`config.mk`:
```
export PLATFORM = sky130hd
export DESIGN_NAME = seq_shifter
export DESIGN_NICKNAME = d
export VERILOG_FILES = /design/src/rtl/seq_shifter.sv
export SDC_FILE = /design/constraint.sdc
export NUM_CORES = 1
export LEC_CHECK = 0
export CAP_MARGIN = 10
export CORE_AREA = 5 5 112 114
export DETAILED_ROUTE_END_ITERATION = 16
export DIE_AREA = 0 0 117 119
export PLACE_DENSITY = 0.75
export SYNTH_ARGS = -nofsm -noshare
export SYNTH_HDL_FRONTEND = slang
export SYNTH_SLANG_ARGS = --single-unit
```
`constraint.sdc`:
```
create_clock -name clk -period 4.4 [get_ports clk]
set_input_delay 0.88 -clock clk [delete_from_list [all_inputs] [get_ports clk]]
set_output_delay 0.88 -clock clk [all_outputs]
set_load 0.01 [all_outputs]
```
`src/rtl/seq_shifter.sv`:
```
// seq_shifter: multi-cycle barrel-free shifter that moves at most STEP bits
// per clock until the effective shift count is exhausted.
// Modes: 00 LSL, 01 LSR, 10 ASR, 11 ROR (ROR only with SEQ_SHIFTER_ROTATE_EN;
// without the macro, mode 11 behaves as LSL with the count clamped to WIDTH).
//
// state | meaning
// ------+-----------------------------------------------------------
// IDLE  | waiting for a request, data_out holds the last result
// SHIFT | remaining down-counter > 0, shifting up to STEP bits/cycle
// DONE  | result presented on data_out until out_ready
module seq_shifter #(
  parameter int WIDTH = 32,
  parameter int STEP  = 4,
  localparam int SAW  = $clog2(WIDTH) + 1
) (
  input  logic             clk,
  input  logic             rst,
  input  logic             in_valid,
  output logic             in_ready,
  input  logic [WIDTH-1:0] data_in,
  input  logic [SAW-1:0]   shamt,
  input  logic [1:0]       mode,
  output logic             out_valid,
  input  logic             out_ready,
  output logic [WIDTH-1:0] data_out,
  output logic             busy
);

  localparam int             LW      = $clog2(WIDTH);
  localparam logic [SAW-1:0] WIDTH_C = SAW'(WIDTH);
  localparam logic [SAW-1:0] STEP_C  = SAW'(STEP);

  typedef enum logic [1:0] {IDLE, SHIFT, DONE} state_t;

  state_t           state;
  logic [WIDTH-1:0] data_r;
  logic [SAW-1:0]   remaining;
  logic [1:0]       mode_r;

  logic [1:0]       mode_eff;
  logic [SAW-1:0]   cnt_eff;
  logic [SAW-1:0]   k;
  logic [WIDTH-1:0] stepped;

  assign in_ready  = (state == IDLE);
  assign out_valid = (state == DONE);
  assign busy      = (state != IDLE);
  assign data_out  = data_r;

  // Request decode: effective mode and count latched on accept.
  always_comb begin
    mode_eff = mode;
    cnt_eff  = (shamt > WIDTH_C) ? WIDTH_C : shamt;
`ifdef SEQ_SHIFTER_ROTATE_EN
    if (mode == 2'b11) cnt_eff = {1'b0, shamt[LW-1:0]};
`else
    if (mode == 2'b11) mode_eff = 2'b00;
`endif
  end

  // One shift step of k = min(STEP, remaining) bits in the latched mode.
  always_comb begin
    k = (remaining > STEP_C) ? STEP_C : remaining;
    case (mode_r)
      2'b00:   stepped = data_r << k;
      2'b01:   stepped = data_r >> k;
      2'b10:   stepped = $unsigned($signed(data_r) >>> k);
`ifdef SEQ_SHIFTER_ROTATE_EN
      2'b11:   stepped = (data_r >> k) | (data_r << (WIDTH_C - k));
`endif
      default: stepped = data_r << k;
    endcase
  end

  // Sequencer: accept, step the down-counter, hold result until taken.
  always_ff @(posedge clk or posedge rst) begin
    if (rst) begin
      state     <= IDLE;
      data_r    <= '0;
      remaining <= '0;
      mode_r    <= 2'b00;
    end else begin
      case (state)
        IDLE: begin
          if (in_valid) begin
            data_r    <= data_in;
            mode_r    <= mode_eff;
            remaining <= cnt_eff;
            state     <= (cnt_eff == '0) ? DONE : SHIFT;
          end
        end
        SHIFT: begin
          data_r    <= stepped;
          remaining <= remaining - k;
          if (remaining == k) state <= DONE;
        end
        DONE: begin
          if (out_ready) state <= IDLE;
        end
        default: state <= IDLE;
      endcase
    end
  end

endmodule

```
**After elaboration in Yosys (flattened, before gate mapping)**

Cells that the tools add are included.
Widths: inputs -> output; s select.

- Bits in registers: 42
- Memory bits (read-only): 0
- RAM bits: 0
- Input bits: 44
- Output and inout port bits: 35
- Logic and storage cells: 39
- Memories kept: 0
- Bits in latches: 0

- Divide/modulo/power cells: 0
- Multiply operators: 0
- Add/subtract/negate cells: 1
- Shifts and indexed selects: 3
- Bitwise operators: 0
- Magnitude comparators: 2
- Reductions and logical operators: 7
- Eq/ne operators: 9
- Mux-type cells: 13

Operators by type and width:

| cell | number |
|---|---|
| $pmux 32 s2 | 2 |
| $mux 32 | 1 |
| $shl 32x6->32 | 1 |
| $shr 32x6->32 | 1 |
| $sshr 32x6->32 | 1 |
| $mux 6 | 3 |
| $pmux 6 s2 | 1 |
| $mux 2 | 5 |
| $eq 2x2->1 const B | 3 |
| $eq 6x6->1 | 1 |
| $gt 6x3->1 const B | 1 |
| $gt 6x6->1 const B | 1 |
| $logic_not 6->1 | 1 |
| $pmux 2 s3 | 1 |
| $sub 6x6->6 | 1 |
| $eq 2x1->1 const B | 2 |
| $ne 2x2->1 const B | 2 |
| $reduce_and 2->1 | 2 |
| $reduce_bool 2->1 | 2 |
| $reduce_and 3->1 | 1 |
| $logic_not 2->1 | 1 |
| $ne 2x1->1 const B | 1 |

**Logic depth before layout (Yosys ltp)**

- Depth after elaboration: 6
- Gate-level depth with buffers: 11
- Depth with buffers taken out: 7

**Worst setup path after synthesis**

No wires, ideal clock.

- Kind: register -> register
- Start point: register remaining[2]
- End point: register remaining[2]
- Setup time: 134 ps
- Clock period less this slack: 2344 ps
- Setup slack: 2056 ps
- Buffers on the path: 4
- Stages on the path, launching flop included: 11
- Arrival: 2210 ps
- Data required time: 4266 ps
- Cell sequence: dfrtp_1 -> clkbuf_1 -> or4_1 -> buf_6 -> buf_6 -> clkbuf_1 -> nand2_1 -> ha_1 -> or4_1 -> a31oi_1 -> o31ai_1

- Cells in the longest elaborated chain, start to end: 4

Ends and longest elaborated chain:

| element | line | RTL |
|---|---|---|
| from (decl) | 37 | `logic [SAW-1:0] remaining;` |
| from (signal assigned) | 88 | `remaining <= cnt_eff;` |
| from (signal assigned) | 94 | `remaining <= remaining - k;` |
| $gt 6x3->1 | 63 | `k = (remaining > STEP_C) ? STEP_C : remaining;` |
| $mux 6 | 63 |  |
| $sub 6x6->6 (*) | 94 |  |
| $pmux 6 s2 (*) | 83 | `case (state)` |

Mark *: on every way between the ends. The rest lies on a longest branch, timed or not.
A chain may end at the register's enable or synchronous reset.

**Worst setup path after layout**

- Start point: register remaining[4]
- End point: register data_r[24] (netlist: data_out[24])

- Cells in the longest elaborated chain, start to end: 5
- Elaborated cells on any way between the ends: 7
- Those cells by class: order compare (1); shift (3); mux (3)

Ends and longest elaborated chain:

| element | line | RTL |
|---|---|---|
| $gt 6x3->1 | 63 |  |
| $mux 6 (*) | 63 |  |
| $shl 32x6->32, or another cell as far along | 65, 71 |  |
| $pmux 32 s2 (*) | 64 | `case (mode_r)` |
| $pmux 32 s2 (*) | 83 |  |
| to (signal assigned) | 86 | `data_r <= data_in;` |
| to (signal assigned) | 93 | `data_r <= stepped;` |
| to (decl) | 36 | `logic [WIDTH-1:0] data_r;` |

Marked as above.

==> results.md <==
- The longest individual stage delay on the worst path is ~0.74 ns.
- The number of warnings issued by yosys is 0.
- The setup skew after layout is ~0.0045 ns.
- The final hold violation count is 0.
- The congestion estimate from routability-driven global placement came to between 0.8 and 0.9.
- The area inside the core boundary is 0.01132 mm^2.
- The worst setup path is captured at a flop.
- The chip width is 117 um.
- Measured on the finished design, the core utilization comes to just under 50%.
- In this run the critical register-to-register path is launched from remaining[4]$_DFFE_PP0P_.
- The number of placement rows is 39.
- The async set-or-reset flop fraction in the synthesized netlist is 100.0%.
- The routed design has 15680 um of wire.
- The total number of clock tree sinks is 42.
- The later pin in the worst-skew pair is clocked with a latency of 0.29 ns.
- In the layout the commonest cells are sky130_fd_sc_hd__clkdlybuf4s50_1, sky130_fd_sc_hd__nand2_1, sky130_fd_sc_hd__o21ai_0.
- The number of placed instances, taps included is 710.
- The total global routing track utilization is 22.55%.
- The number of buffers created by CTS is 5.
- The total grt overflow is 0.
- The analysis attributes to cell leakage a power of 2.010 nW.
- The synthesized netlist occupies a cell area of 0.004633 mm^2.
- The I/O pin count is 79.
- Yosys mapped a number of flops with a built-in enable equal to 0.
- The synthesized design contains 42 register bits.
- The post-synthesis average cell area is 8.348 um^2.
- Once the floorplan was initialized, standard cells occupied ~41% of the core.
- Of the available clock period, the critical path in the final layout requires 66.95%.
- The CTS clock-pin slew for the worst setup and hold paths is 0.07 ns.
- The initial antenna violation count is 0.
- The worst hold path was traced through 2 stages.
- IR analysis of the VDD net gives a maximum drop of 0.3907 mV.
- The primary flip-flop cell chosen by synthesis mapping is sky130_fd_sc_hd__dfrtp_1.
- The worst hold margin is 0.5868 ns.
- The endpoint of the lowest-slack register-to-register path is data_out[24]$_DFFE_PP0P_.
- The hold path startpoint is mode_r[0]$_DFFE_PP0P_.
- The maximum fanout along the worst path is 37.
- Setup repair after global routing left no endpoint under its margin.
- The element type at the critical path start is a flop.
- The total count of max-transition violations in the final report came to 0.
- The critical path is of the flop to flop type.
- The post-synthesis net count is 602.
- Port buffering added 78 buffers.
- The final routed DRC violation total is 0.
- The slew at the pin closest to its max-slew limit is 1.125 ns.
- The aggregate negative setup slack is 0 ns.
- Counting I/O delays and the setup requirement, the final critical path takes 2.946 ns.
- The tightest min-delay check is of the flop to flop type.
- In this run the clock root is driven by a sky130_fd_sc_hd__clkbuf_16.
- In this run the power density over the cells is 849.9 mW/mm^2.
- In this run the cell area measured after placement is 0.005343 mm^2.
- After clock tree synthesis, the setup repair step added 0 buffers.
- The first global-routing pass estimated approximately 26000 um of wire.
- At the placement stage, the worst setup path has a slack of 1.413 ns.
- Measured against its own limit, the worst slew margin works out to between 20% and 30%.
- The post-detailed-route wirelength per cell is 21.83 um.
- The end point of the worst hold path is mode_r[0]$_DFFE_PP0P_.
- In this run the register-to-register setup slack is approximately 1.5 ns.
- The library cell used most frequently in the layout, excluding fill and tap cells, is sky130_fd_sc_hd__clkdlybuf4s50_1.
- The total iterations of the first detailed-routing run is 6.
- For the worst setup path, the data required time is 4.58 ns.
- After detailed routing, the number of vias per cell comes to roughly 6.8.
- Setup violations remaining at the end of the flow were counted as 0.
- Summing the sequential cell areas from Yosys gives 22.68% of the chip area.
- The die covers 0.01392 mm^2.
- The fraction of final layout cells with drive strength greater than 1 is 11.65%.
- The depth of the CTS H-tree is 2.
- Max-cap violations in this run came to 0.
- The data arrival time at the worst-slack endpoint is 3.12 ns.
- The number of global-route vias before repair is 4898.
- The number of vias in the routed layout is 4869.
- TritonCTS built the clock tree.
- The number of antenna-violating nets in the routed design is 0.
- The repair_antennas step left the layout with diodes totalling 0.
- The number of filler cells placed in the layout is 1086.
- The cell count after synthesis is 555.
- The signed area change from the synthesized netlist to the final layout is 18.88%.
- The flow ran to the end, and the final reports show no timing, DRC or antenna violations.
- The worst reg2reg path depth is 6.
- The final standard cell count with taps included and fillers excluded is 718.
- The DRC violation total after the first TritonRoute iteration is 624.
- The longest clock path from root to sink contains 2 buffers.
- The worst-path cell with the longest stage delay is sky130_fd_sc_hd__nand2_1.
- The pin count of the biggest net entering global routing is 51.
- The area of all placed cells without fillers is 0.005508 mm^2.
- The signal on the critical path passes through nor4_4 -> buf_4 -> nand2_1 -> mux4_2 -> a21oi_1 -> nor3_1.
- For this design, the CTS-stage hold fixing added 0 buffers.
- The quantity of gates resized following cts is 0.
- The chip height is approximately 120 um.
- The total power is about 4.7 mW.
- Detailed placement finished with a half-perimeter wire length of 10200 um.
- The worst path meets setup with about 1.5 ns of slack.
- The achievable clock frequency is 0.3395 GHz.
- Yosys mapped the design onto 63 distinct sky130hd cell types.
- After the last flow step, the layout net total stands at 621.
layout make-up:
type	count	area [um^2]	area share [%]
Sequential cell	42	1054	19.13
Clock inverter	3	40.04	0.7269
Clock buffer	5	125.1	2.272
Timing Repair Buffer	90	870.8	15.81
Inverter	14	52.55	0.9541
Multi-Input combinational cell	421	3187	57.86
Tap cell	143	178.9	3.249
critical path: cells and delay by family, from the launching register on:
kind / cells / cell delay (ns)
buffers and inverters: 1 / 0.39
DFF: 1 / 0.46
and+or+nand+nor: 3 / 1.05
AOI/OAI and AO/OA: 1 / 0.16
muxes: 1 / 0.74
flip-flops by register name (all words and copies together) (netlist names):
signal / count
state: 2
mode_r: 2
remaining: 6
data_out: 32
routing by layer:
metal  track usage [%]  up-vias  share of wire [%]
met4             5.735        0                1.9
met3             6.034       39                 12
met2             33.75      374                 46
li1                  -     2143                  -
met1             32.37     2313                 41
met5                 0        -                  0
report_power, final:
group | switching (mW) | internal, mW
Sequential | 0.628 | 0.586
Combinational | 1.57 | 1.46
Clock | 0.171 | 0.266
Total | 2.37 | 2.31
cell families after synthesis:
family	Yosys count	synth area share (%)
compound gates	180	25.55
fa+ha+maj	3	0.8102
buf+inv	92	8.723
flops	42	22.68
mux	64	24.17
other cells	1	0.08094
simple gates	173	17.99
Yosys cell counts (2+ instances only):
cell | instances | share of area, %
sky130_fd_sc_hd__o31ai_1 | 4 | 0.65
sky130_fd_sc_hd__a2111oi_0 | 2 | 0.38
sky130_fd_sc_hd__a2bb2oi_1 | 3 | 0.57
sky130_fd_sc_hd__mux4_2 | 34 | 17
sky130_fd_sc_hd__buf_1 | 7 | 0.57
sky130_fd_sc_hd__nor2b_1 | 4 | 0.54
sky130_fd_sc_hd__or4_1 | 3 | 0.49
sky130_fd_sc_hd__nor3_1 | 23 | 2.5
sky130_fd_sc_hd__nand4_1 | 3 | 0.41
sky130_fd_sc_hd__a311oi_1 | 6 | 1.1
sky130_fd_sc_hd__or3_1 | 14 | 1.9
sky130_fd_sc_hd__and2_1 | 4 | 0.54
sky130_fd_sc_hd__ha_1 | 3 | 0.81
sky130_fd_sc_hd__a21oi_1 | 42 | 4.5
sky130_fd_sc_hd__nor2_1 | 32 | 2.6
sky130_fd_sc_hd__o221ai_1 | 2 | 0.38
sky130_fd_sc_hd__o211ai_1 | 4 | 0.65
sky130_fd_sc_hd__o21ai_0 | 50 | 5.4
sky130_fd_sc_hd__a211o_1 | 2 | 0.38
sky130_fd_sc_hd__inv_1 | 14 | 1.1
sky130_fd_sc_hd__a221oi_1 | 5 | 0.95
sky130_fd_sc_hd__o22ai_1 | 5 | 0.68
sky130_fd_sc_hd__a31oi_1 | 11 | 1.5
sky130_fd_sc_hd__mux2i_1 | 23 | 5.0
sky130_fd_sc_hd__dfrtp_1 | 42 | 23
sky130_fd_sc_hd__mux4_1 | 3 | 1.7
sky130_fd_sc_hd__nand3_1 | 9 | 0.97
sky130_fd_sc_hd__a221o_1 | 4 | 0.86
sky130_fd_sc_hd__a22o_1 | 5 | 0.95
sky130_fd_sc_hd__a211oi_1 | 10 | 1.6
sky130_fd_sc_hd__mux2_2 | 4 | 0.97
sky130_fd_sc_hd__nand2_1 | 66 | 5.3
sky130_fd_sc_hd__a22oi_1 | 8 | 1.3
sky130_fd_sc_hd__and3_1 | 5 | 0.68
sky130_fd_sc_hd__buf_2 | 13 | 1.4
sky130_fd_sc_hd__o32a_1 | 2 | 0.43
sky130_fd_sc_hd__nand3b_1 | 2 | 0.32
sky130_fd_sc_hd__buf_4 | 3 | 0.49
sky130_fd_sc_hd__nor4_1 | 3 | 0.41
sky130_fd_sc_hd__clkbuf_1 | 52 | 4.2
sky130_fd_sc_hd__buf_6 | 2 | 0.49
worst max-delay path by stage:
| stage | from | to | slack [ns] | depth (start not counted) |
|---|---|---|---|---|
| 6_report | remaining[4]$_DFFE_PP0P_ | data_out[24]$_DFFE_PP0P_ | 1.45 | 6 |
| 4_1_cts | remaining[4]$_DFFE_PP0P_ | data_out[24]$_DFFE_PP0P_ | 1.50 | 6 |
| 2_1_floorplan | remaining[2]$_DFFE_PP0P_ | remaining[2]$_DFFE_PP0P_ | 2.06 | 10 |
| 5_1_grt | remaining[4]$_DFFE_PP0P_ | data_out[24]$_DFFE_PP0P_ | 1.23 | 6 |
| 3_3_place_gp | in_valid | data_out[9]$_DFFE_PP0P_ | 1.50 | 6 |
| 3_5_place_dp | in_valid | data_out[13]$_DFFE_PP0P_ | 1.41 | 6 |
No activity file was read; power rests on OpenSTA's default activity.
